### config.mk
export PLATFORM = sky130hd
export DESIGN_NAME = programmable_sequence_generator
export DESIGN_NICKNAME = d
export VERILOG_FILES = /design/src/rtl/programmable_sequence_generator.sv
export SDC_FILE = /design/constraint.sdc
export NUM_CORES = 1
export LEC_CHECK = 0
export CELL_PAD_IN_SITES_DETAIL_PLACEMENT = 0
export CELL_PAD_IN_SITES_GLOBAL_PLACEMENT = 1
export CORE_MARGIN = 5
export CORE_UTILIZATION = 35
export DETAILED_ROUTE_END_ITERATION = 10
export HOLD_SLACK_MARGIN = 0.15
export PLACE_DENSITY = 0.79
export SYNTH_ARGS = -nofsm -noshare
export SYNTH_HDL_FRONTEND = slang
export SYNTH_SLANG_ARGS = --single-unit
### constraint.sdc
create_clock -name clk -period 1.9 [get_ports clk]
set_clock_uncertainty 0.1 [all_clocks]
set_input_delay 0.38 -clock clk [delete_from_list [all_inputs] [get_ports clk]]
set_output_delay 0.38 -clock clk [all_outputs]
set_load 0.1 [all_outputs]
### src/rtl/programmable_sequence_generator.sv
// programmable_sequence_generator
//
// Serializes a latched WIDTH-bit pattern MSB-first over a valid/ready serial
// link, repeating it `reps` times per burst. Transmit-side counterpart to the
// programmable sequence detector; `dout` feeds the detector's `din`.
//
// Optional feature (compile-time macro):
//   SEQGEN_GAP_EN - insert one cycle with dout_valid=0 between consecutive
//                   repetitions (framing gap). Undefined: back-to-back.
//
// Parameters:
//   WIDTH  pattern length in bits (2..16)
//   CNT_W  width of the repeat-count input
//
// Ports:
//   clk         in   clock, rising edge
//   resetn      in   asynchronous active-low reset
//   start       in   begin a burst (sampled only in IDLE)
//   init        in   pattern, latched on an accepted start
//   reps        in   repetition count, latched on an accepted start
//   dout_ready  in   sink accepts the current bit at this edge
//   dout        out  serial bit, MSB first; 0 when dout_valid=0
//   dout_valid  out  dout holds a bit to transfer
//   busy        out  burst in progress
//   done        out  one-cycle pulse after the last bit of a burst
//
// All outputs are registered.

module programmable_sequence_generator #(
    parameter int unsigned WIDTH = 5,
    parameter int unsigned CNT_W = 4
) (
    input  logic             clk,
    input  logic             resetn,
    input  logic             start,
    input  logic [WIDTH-1:0] init,
    input  logic [CNT_W-1:0] reps,
    input  logic             dout_ready,
    output logic             dout,
    output logic             dout_valid,
    output logic             busy,
    output logic             done
);

    localparam int unsigned IDX_W = $clog2(WIDTH);
    localparam logic [IDX_W-1:0] IDX_MAX = IDX_W'(WIDTH - 1);

`ifdef SEQGEN_GAP_EN
    typedef enum logic [1:0] {StIdle, StShift, StGap} state_e;
`else
    typedef enum logic [1:0] {StIdle, StShift} state_e;
`endif

    state_e           state, state_next;
    logic [WIDTH-1:0] pat, pat_next;
    logic [IDX_W-1:0] idx, idx_next;
    logic [CNT_W-1:0] rep_left, rep_left_next;
    logic             dout_next;
    logic             dout_valid_next;
    logic             busy_next;
    logic             done_next;

    logic [IDX_W-1:0] idx_dec;

    assign idx_dec = idx - IDX_W'(1);

    always_ff @(posedge clk or negedge resetn) begin
        if (!resetn) begin
            state      <= StIdle;
            pat        <= '0;
            idx        <= '0;
            rep_left   <= '0;
            dout       <= 1'b0;
            dout_valid <= 1'b0;
            busy       <= 1'b0;
            done       <= 1'b0;
        end else begin
            state      <= state_next;
            pat        <= pat_next;
            idx        <= idx_next;
            rep_left   <= rep_left_next;
            dout       <= dout_next;
            dout_valid <= dout_valid_next;
            busy       <= busy_next;
            done       <= done_next;
        end
    end

    // Outputs are computed one cycle ahead so they can be registered while
    // still matching the state they describe.
    always_comb begin
        state_next      = state;
        pat_next        = pat;
        idx_next        = idx;
        rep_left_next   = rep_left;
        dout_next       = dout;
        dout_valid_next = dout_valid;
        busy_next       = busy;
        done_next       = 1'b0;

        unique case (state)
            StIdle: begin
                dout_next       = 1'b0;
                dout_valid_next = 1'b0;
                busy_next       = 1'b0;
                if (start && (reps != '0)) begin
                    state_next      = StShift;
                    pat_next        = init;
                    rep_left_next   = reps;
                    idx_next        = IDX_MAX;
                    dout_next       = init[WIDTH-1];
                    dout_valid_next = 1'b1;
                    busy_next       = 1'b1;
                end
            end

            StShift: begin
                // No transfer: everything holds, so the bit is neither skipped
                // nor duplicated under backpressure.
                if (dout_ready) begin
                    if (idx != '0) begin
                        idx_next  = idx_dec;
                        dout_next = pat[idx_dec];
                    end else if (rep_left > CNT_W'(1)) begin
                        rep_left_next = rep_left - CNT_W'(1);
                        idx_next      = IDX_MAX;
`ifdef SEQGEN_GAP_EN
                        state_next      = StGap;
                        dout_next       = 1'b0;
                        dout_valid_next = 1'b0;
`else
                        dout_next = pat[WIDTH-1];
`endif
                    end else begin
                        state_next      = StIdle;
                        dout_next       = 1'b0;
                        dout_valid_next = 1'b0;
                        busy_next       = 1'b0;
                        done_next       = 1'b1;
                    end
                end
            end

`ifdef SEQGEN_GAP_EN
            // Single framing cycle; dout_ready is not consulted.
            StGap: begin
                state_next      = StShift;
                dout_next       = pat[WIDTH-1];
                dout_valid_next = 1'b1;
                busy_next       = 1'b1;
            end
`endif

            default: begin
                state_next      = StIdle;
                dout_next       = 1'b0;
                dout_valid_next = 1'b0;
                busy_next       = 1'b0;
            end
        endcase
    end

endmodule
==> results.md, run 1 <==
* Status: finished, final reports clean
* Mux cell area share after synthesis at 0.119
* Routed WL at approximately 1900 µm
* Clock Tree Buf Depth at 2
* Routability cong. at 0.762
* Die Height at 60.9 µm
* Core area at 2480 µm²
* Largest net degree at the start of global routing at 17
* Setup violations, final at 0
* GRT Overall Usage at 0.116
* Row count at 18
* Top cells by area, synth: dfrtp_1, mux2_2, ha_1, mux2i_1, inv_1
* Area of the mapped netlist at 907 µm²
* Top cells by count, synth: dfrtp_1, inv_1, mux2_2, nor2_1
* Die area at 3710 µm²
* Distinct cell type count after synthesis at 31
* DP Area at 1200 µm²
* Yosys reg bits at 16
* Fin crit share at 0.962
* Initial Util at 0.366
* Clock root buffer: clkbuf_4
* Slew Limit Fails at 0
* CP max FO at 4
* Hold Crit Class: input pin to asynchronous set/reset pin
* Design Area, Final at 1230 µm²
* Yosys top cell area share at 0.441
* Routed Antenna Nets at 0
* Syn_nets at 104
* Final Hold Fails at 0
* Nets@finish at 132
* Maximum vdd drop at around 1.2 mV
* Post-synth EDFFs at 0
* Sw Share at 0.424
* Compound-gate portion of the synthesized area at 0.159
* Most used DFF post-synth: dfrtp_1
* Overflow after GRT at 0
* CP Class: register to register
* Net Sw Power at approximately 0.00085 W
* # H-tree levels at 1
* Cts bufs inserted at 3
* Drt pass-1 iters at 4
* Fin Setup TNS at 0 ns
* I/O Buffers at 16
* Initial antenna violation count at 0
* Worst-Margin Slew at between 0.3 and 0.4 ns
* Critical path required time at 1.97 ns
* Vias in the first global route at 745
* Area Growth Syn to Fin at 35.7%
* Clk sinks at 16
* Sequential share of the synthesized area at 0.441
* Slew margin rel. at 0.765
* Post-Synth Simple-Gate Area at 0.161
* RSZ-0062 raised after global routing: no
* Register share of total power at 0.306
* Logic pwr share at 0.609
* Max-cap violations at 0
* Clock share of power at 0.085
* Initial DRC Count at 22
* Final HPWL DP at 1520 µm
* Via density at 5.13
* Clock-pin slew on the worst setup and hold paths at 0.09 ns
* Pint at between 0.001 and 0.0015 W
* DRC at 0
* Fmax at 0.547 GHz
* Warnings, synthesis at 0
* CTS tree: done
* Routed WL per cell at 13.3 µm
* First-pass GRT wire length at 3220 µm
* Synth area leader: dfrtp_1
* Final WS setup at 0.0728 ns
* ANT cells at 0
* Hold Buf Count CTS at 0
* CP startpoint kind: register
* Pleak at 0.571 nW
* Top-count cell post-synth: dfrtp_1
* Layout cells sized above 1 at 0.283
* Crit path arrival time at 1.90 ns
* Final Power at 0.00200 W
* Async SR Flop Fraction at 1.00
* Largest family of logic cells by synthesized area: simple AND/OR/NAND/NOR gates
* Post-Synthesis Cells at 87
* Clock period minus worst slack at ~1.8 ns
* Hold Slack at 0.303 ns
* Dpl ws at -0.0977 ns
* Die Width at 60.9 µm
* Via Count at 733
* Io pins at 17
* Worst skew pair latency at ~0.28 ns
* Synth Area in XOR/XNOR at 0
* Worst Setup End Kind: register
* Post-synthesis adder-cell area fraction at 0.0552
* Power per Cell Area at roughly 1600 nW/µm²
* Syn_area_per_cell at between 10 and 15 µm²
==> metal layers <==
| layer | GRT usage | up-vias | share of wire |
|---|---|---|---|
| li1 | - | 371 | - |
| met1 | 0.161 | 342 | 0.48 |
| met2 | 0.189 | 18 | 0.47 |
| met3 | 0.0319 | 2 | 0.044 |
| met4 | 0.00929 | 0 | 0.0010 |
| met5 | 0 | - | 0 |
==> cell usage in the layout, fill, tap and decap left out, types with 2 or more instances in the layout <==
| cell | count |
|---|---|
| a21oi_1 | 3 |
| nand3_1 | 2 |
| nor3b_1 | 3 |
| nor2_1 | 5 |
| a22o_1 | 2 |
| mux2i_1 | 4 |
| nor3_1 | 2 |
| buf_4 | 12 |
| a31o_2 | 3 |
| buf_12 | 4 |
| nand2_1 | 3 |
| mux2_2 | 6 |
| nand3b_1 | 2 |
| o21ai_0 | 4 |
| clkdlybuf4s50_1 | 12 |
| or3_1 | 2 |
| dfrtp_1 | 16 |
| nand4_1 | 2 |
| inv_1 | 7 |
| clkbuf_4 | 3 |
| ha_1 | 3 |
==> kinds of logic after synthesis <==
logic type / after synthesis
AND/OR/NAND/NOR: 25
buffers and inverters: 13
multiplexers: 10
AO/OA/AOI/OAI: 19
adder cells (fa/ha/maj): 4
flip-flops: 16
==> worst max-delay path: stages (launching register included) <==
cell and delay, ns:
dfrtp_1 0.36, inv_1 0.06, ha_1 0.20, ha_1 0.21
inv_2 0.10, a211oi_4 0.04, buf_4 0.16, and4b_1 0.16
or3_1 0.33
==> sequential cells by signal, summed over array words and instances (netlist names) <==
register / cells
done: 1
state: 1
busy: 1
rep_left: 4
idx: 3
pat: 5
dout: 1
==> final cells by class <==
class                      instances  area (µm²)
clock buffer                       3        22.5
multi-input combinational         58         450
timing repair buffer              28         290
inverter                           8        30.0
fill                             234        1250
tap                               30        37.5
sequential                        16         400
==> through the flow <==
step / cells / utilization
floorplan: 87 / -
global placement: 139 / 0.484
detailed placement: 139 / 0.484
CTS: 142 / 0.493
global route: 143 / 0.497
finish: 143 / 0.497
==> power groups by stage <==
stage	registers, W	logic (W)	clock network (W)
floorplan	0.000687	0.000748	0
global placement	0.000607	0.00118	0
detailed placement	0.000616	0.00120	0
CTS	0.000610	0.00120	0.000178
global route	0.000627	0.00132	0.000195
finish	0.000611	0.00122	0.000170
==> final timing paths <==
path	startpoint	end	slack (ns)	cells past startpoint
hold reg to reg	pat[0]	pat[0]	0.41	1
setup / recovery	idx[0]	rep_left[2]	0.07	8
min in group clk	pat[0]	pat[0]	0.41	1
hold / removal	resetn	idx[2]	0.30	2
max in group asynchronous	resetn	pat[2]	1.21	2
setup reg to reg	idx[0]	rep_left[2]	0.07	8
==> what timing repair did <==
item	in CTS	in global routing
hold endpoints to repair	0	0
setup endpoints to repair	0	2
buffers inserted	0	1
gates resized for setup	0	2
Power figures use the tool's default switching activity.
==> inputs of run 2 (changes only) <==
ABC_CLOCK_PERIOD_IN_PS = 1900   (was not set)
==> results of run 2 <==
Same layout as run 1: the final DEF is identical, and so are final timing and power.
